[config.mk]
export PLATFORM = sky130hd
export DESIGN_NAME = restoring_divider
export DESIGN_NICKNAME = d
export VERILOG_FILES = /design/src/rtl/restoring_divider.sv
export SDC_FILE = /design/constraint.sdc
export NUM_CORES = 1
export LEC_CHECK = 0
export ABC_AREA = 1
export BUFFER_PORTS_ARGS = -buffer_cell sky130_fd_sc_hd__buf_2
export CAP_MARGIN = 40
export CORE_ASPECT_RATIO = 1.75
export CORE_MARGIN = 5
export CORE_UTILIZATION = 55
export DETAILED_ROUTE_END_ITERATION = 12
export GPL_TIMING_DRIVEN = 0
export PLACE_DENSITY = 0.79
export REMOVE_ABC_BUFFERS = 1
export SLEW_MARGIN = 20
export SYNTH_ARGS = -nofsm -noshare
export SYNTH_HDL_FRONTEND = slang
export SYNTH_SLANG_ARGS = --single-unit
export TNS_END_PERCENT = 20
[constraint.sdc]
create_clock -name clk -period 1.8 [get_ports clk]
set_input_delay 0.09 -clock clk [delete_from_list [all_inputs] [get_ports clk]]
set_output_delay 0.09 -clock clk [all_outputs]
set_load 0.05 [all_outputs]
[src/rtl/restoring_divider.sv]
// Sequential restoring divider: one quotient bit per clock, start/busy/done handshake.
// Define DIVIDER_SIGNED_EN for two's-complement operands (truncating toward zero).
module restoring_divider #(
  parameter int WIDTH = 4
) (
  input  logic             clk,
  input  logic             rst,
  input  logic             start,
  input  logic [WIDTH-1:0] dividend,
  input  logic [WIDTH-1:0] divisor,
  output logic [WIDTH-1:0] quotient,
  output logic [WIDTH-1:0] remainder,
  output logic             busy,
  output logic             done,
  output logic             div_by_zero
);

  localparam int CW = $clog2(WIDTH + 1);

  typedef enum logic [1:0] {IDLE, RUN, DONE} state_t;

  state_t           state;
  state_t           next_state;
  logic [CW-1:0]    count;
  logic [WIDTH:0]   a;
  logic [WIDTH-1:0] q;
  logic [WIDTH-1:0] d;
  logic             dz;

  logic [WIDTH+1:0] ext;
  logic [WIDTH+1:0] trial;
  logic [WIDTH:0]   a_next;
  logic [WIDTH-1:0] q_next;
  logic [WIDTH-1:0] dvd_mag;
  logic [WIDTH-1:0] dsr_mag;
  logic [WIDTH-1:0] dvd_orig;
  logic [WIDTH-1:0] q_final;
  logic [WIDTH-1:0] r_final;

`ifdef DIVIDER_SIGNED_EN
  logic dvd_neg;
  logic dsr_neg;

  assign dvd_mag  = dividend[WIDTH-1] ? -dividend : dividend;
  assign dsr_mag  = divisor[WIDTH-1] ? -divisor : divisor;
  assign dvd_orig = dvd_neg ? -q : q;
  assign q_final  = (dvd_neg ^ dsr_neg) ? -q_next : q_next;
  assign r_final  = dvd_neg ? -a_next[WIDTH-1:0] : a_next[WIDTH-1:0];

  always_ff @(posedge clk) begin
    if (rst) begin
      dvd_neg <= 1'b0;
      dsr_neg <= 1'b0;
    end else if (state == IDLE && start) begin
      dvd_neg <= dividend[WIDTH-1];
      dsr_neg <= divisor[WIDTH-1];
    end
  end
`else
  assign dvd_mag  = dividend;
  assign dsr_mag  = divisor;
  assign dvd_orig = q;
  assign q_final  = q_next;
  assign r_final  = a_next[WIDTH-1:0];
`endif

  // Trial subtraction A - {0,D} as A + ~{0,D} + 1; one guard bit keeps the borrow visible.
  always_comb begin
    ext   = {a, q[WIDTH-1]};
    trial = ext + ~{2'b00, d} + {{(WIDTH+1){1'b0}}, 1'b1};
    if (!trial[WIDTH+1]) begin
      a_next = trial[WIDTH:0];
      q_next = {q[WIDTH-2:0], 1'b1};
    end else begin
      a_next = ext[WIDTH:0];
      q_next = {q[WIDTH-2:0], 1'b0};
    end
  end

  always_ff @(posedge clk) begin
    if (rst) state <= IDLE;
    else     state <= next_state;
  end

  always_comb begin
    next_state = state;
    case (state)
      IDLE:    if (start) next_state = RUN;
      RUN:     if (count == CW'(1)) next_state = DONE;
      DONE:    next_state = IDLE;
      default: next_state = IDLE;
    endcase
  end

  always_comb begin
    busy        = (state == RUN);
    done        = (state == DONE);
    div_by_zero = (state == DONE) && dz;
  end

  // A zero divisor spends a single RUN cycle without iterating so its timing matches done at k+1.
  always_ff @(posedge clk) begin
    if (rst) begin
      a         <= '0;
      q         <= '0;
      d         <= '0;
      dz        <= 1'b0;
      count     <= '0;
      quotient  <= '0;
      remainder <= '0;
    end else begin
      case (state)
        IDLE: begin
          if (start) begin
            a     <= '0;
            q     <= dvd_mag;
            d     <= dsr_mag;
            dz    <= (divisor == '0);
            count <= (divisor == '0) ? CW'(1) : CW'(WIDTH);
          end
        end
        RUN: begin
          count <= count - CW'(1);
          if (!dz) begin
            a <= a_next;
            q <= q_next;
          end
          if (count == CW'(1)) begin
            quotient  <= dz ? '1 : q_final;
            remainder <= dz ? dvd_orig : r_final;
          end
        end
        default: ;
      endcase
    end
  end

endmodule
==> metrics.txt <==
result of the run=finished clean; Post-synth top flop=sky130_fd_sc_hd__dfxtp_1; I/O Buffers=21; Net Switching=0.517 mW; synthesized instance count=196; Final setup violation count=0; worst hold margin=0.0793 ns; post-CTS setup buffer count=0; unrepaired setup endpoints after global routing=false; CP max-delay cell=sky130_fd_sc_hd__ha_2; post-synthesis async set-or-reset flop share=0; CTS sink count=27; biggest fanout along the worst timing path=5; number of DRC violations after detailed-routing iteration 0=26; clock root buffer master=sky130_fd_sc_hd__clkbuf_8; row cnt=24; Setup Total Neg Slack=0 ns; category of the worst setup path capture point=flop; sum of net half-perimeters after detailed placement=2.37 mm; I/O pin cnt=22; Max Freq=606 MHz; Routed wire per std cell=12.4 microns; Max Cap Viol=0; clock-pin slew on the worst setup and hold paths=0.09 ns; actual transition at the worst max-transition pin=0.413 ns; core box area=2490 sq um; min Tclk post-route=1.65 ns; worst setup slack before clock tree synthesis=0.142 ns; most common cell after layout, fill and taps aside=sky130_fd_sc_hd__nand2_1; capture instance of the worst register-to-register path=remainder[0]; Total GRT Usage=0.167; drt pass-1 iters=4; number of nets with antenna violations after routing=0; sequential share of the synthesized area=0.376; origin of the critical flop-to-flop path=d[2]; area enclosed by the die boundary=3770 sq um; number of hold buffers added after CTS=0; clock buffer count from CTS=3; antenna violations before repair=0; Antenna Diode Count=0; total of flip-flops plus latches after synthesis=27; signal arrival time at the worst endpoint=1.81 ns; hold_sp=dividend[1]; Yosys cell types=29; clk_lat worst skew=0.27 ns; HP Class=in -> reg; CTS max path bufs=2; total vias in the final route=1,335; total DRC errors in the routed layout=0; Power Dens Cells=924 nW/um^2; Ys Warns=0; layout cells sized above 1=0.217; last weighted congestion value of the routability-driven placer=0.890; share of the clock period used by the worst path=0.917; worst setup slack after layout=0.150 ns; clock tree from TritonCTS=yes; crit start category=flop; leftover overflow at the end of global routing=0; count of flip-flops with a built-in enable after synthesis=0; Crit path largest cell delay=0.38 ns; Vias/cell=5.49; net count reported at finish=236; final-report max-slew violation count=0; Final Hold Fails=0; combinational fraction of design power=0.309; switching fraction of total power=0.349; Hold Path Cell Cnt=3; H-tree level count=1; average size of a mapped cell=7.33 sq um; pin count of the biggest net entering global routing=15; critical-path cell list=inv_1 -> ha_2 -> inv_2 -> nand2_2 -> nand3_4 -> nand2_2 -> nand2_1 -> nand3_1 -> nand3_1 -> nand2_1 -> a21oi_1; part of the power in registers=0.460; synthesized area=1440 sq um; Post-Route Skew=0.00267 ns; cell count of the worst reg-to-reg path=11; area added between synthesis and finish=11.6%; commonest cells after routing, fill and taps aside=44 x sky130_fd_sc_hd__nand2_1, 25 x sky130_fd_sc_hd__dfxtp_1, 24 x sky130_fd_sc_hd__a21oi_1; sum of routed wire length over all layers=3.02 mm; height of the die=77.6 microns; post-route cell area=1600 sq um; post-place instance area=1550 sq um; # fillers=229; worst path required time=1.96 ns; internal power=0.964 mW; peak supply drop=0.563 mV; wire length of the first global-routing pass=5.13 mm; R2R setup slack=0.15 ns; via count of the first global-routing pass=1,302; initial core utilization=0.576; leak pwr=0.752 nW; Die W=48.6 microns; start-to-end type of the worst setup path=reg -> reg; worst-case headroom to the max-slew limit=0.721; fraction of power consumed by the clock network=0.230; worst hold endpoint=dvd_orig[1]
-- final cells by class --
type | instances | area [sq um] | area share
Multi-Input combinational cell | 140 | 781 | 0.487
Tap cell | 26 | 32.5 | 0.0203
Clock buffer | 4 | 45.0 | 0.0281
Timing Repair Buffer | 21 | 105 | 0.0656
Sequential cell | 27 | 543 | 0.339
Inverter | 25 | 96.3 | 0.0601
-- sequential cells by signal, indices dropped and copies added, names as in the netlist --
signal	cells
count	3
dvd_orig	4
state	2
remainder	4
dz	1
a	5
quotient	4
d	4
-- critical path: cells and delay by family (launching register included) --
family / cells / cell delay [ns]
adder cells (fa/ha/maj): 1 / 0.38
AO/OA/AOI/OAI: 1 / 0.07
flip-flops: 1 / 0.31
AND/OR/NAND/NOR: 7 / 0.67
buffers and inverters: 2 / 0.09
-- power groups by stage --
stage,clock network (mW),registers [mW],logic (mW)
after floorplan,0,0.705,0.341
after global placement,0,0.692,0.443
after detailed placement,0,0.695,0.452
after CTS,0.347,0.681,0.457
after global routing,0.375,0.688,0.523
final,0.341,0.682,0.458
-- metrics by stage --
stage          total power, mW  utilization  cells
2_1_floorplan             1.05            -    192
3_3_place_gp              1.13        0.622    239
3_5_place_dp              1.15        0.622    239
4_1_cts                   1.48        0.640    243
5_1_grt                   1.59        0.643    243
6_report                  1.48        0.643    243
-- per-layer routing --
metal / GRT usage / vias up / part of all wire
met5: 0 / - / 0
met3: 0.0172 / 9 / 0.027
met2: 0.329 / 26 / 0.55
li1: - / 683 / -
met4: 0.0943 / 0 / 0.033
met1: 0.161 / 617 / 0.39
-- cell usage after synthesis (3+ instances only) --
cell                      number  area [sq um]
sky130_fd_sc_hd__a21oi_1      24           120
sky130_fd_sc_hd__a31oi_1       4          25.0
sky130_fd_sc_hd__dfxtp_1      27           541
sky130_fd_sc_hd__ha_1          6          75.1
sky130_fd_sc_hd__inv_1        21          78.8
sky130_fd_sc_hd__inv_2         3          11.3
sky130_fd_sc_hd__nand2_1      44           165
sky130_fd_sc_hd__nand2_2       4          25.0
sky130_fd_sc_hd__nand3_1      17          85.1
sky130_fd_sc_hd__nor2_1       11          41.3
sky130_fd_sc_hd__o21ai_0      11          55.1
-- logic make-up after synthesis --
logic type,Yosys count,share of synthesized area
AND/OR/NAND/NOR,86,0.290
AO/OA/AOI/OAI,45,0.172
buffers and inverters,29,0.0836
flip-flops,27,0.376
adder cells (fa/ha/maj),7,0.0662
XOR/XNOR,2,0.0122
-- what timing repair did --
item                                    4_1_cts  5_1_grt
endpoints found under the setup margin        0        4
gates resized for setup                       0        4
endpoints found under the hold margin         0        0
-- worst max path at each step --
stage | start | endpoint | slack, ns | depth (start not counted)
after floorplan | dz | div_by_zero | 0.07 | 2
after global placement | dvd_orig[3] | a[4] | 0.17 | 11
after detailed placement | dvd_orig[3] | a[4] | 0.14 | 11
after CTS | dvd_orig[3] | a[4] | 0.12 | 11
after global routing | dvd_orig[3] | a[4] | 0.02 | 11
final | d[2] | remainder[0] | 0.15 | 11
Power figures use the tool's default switching activity.
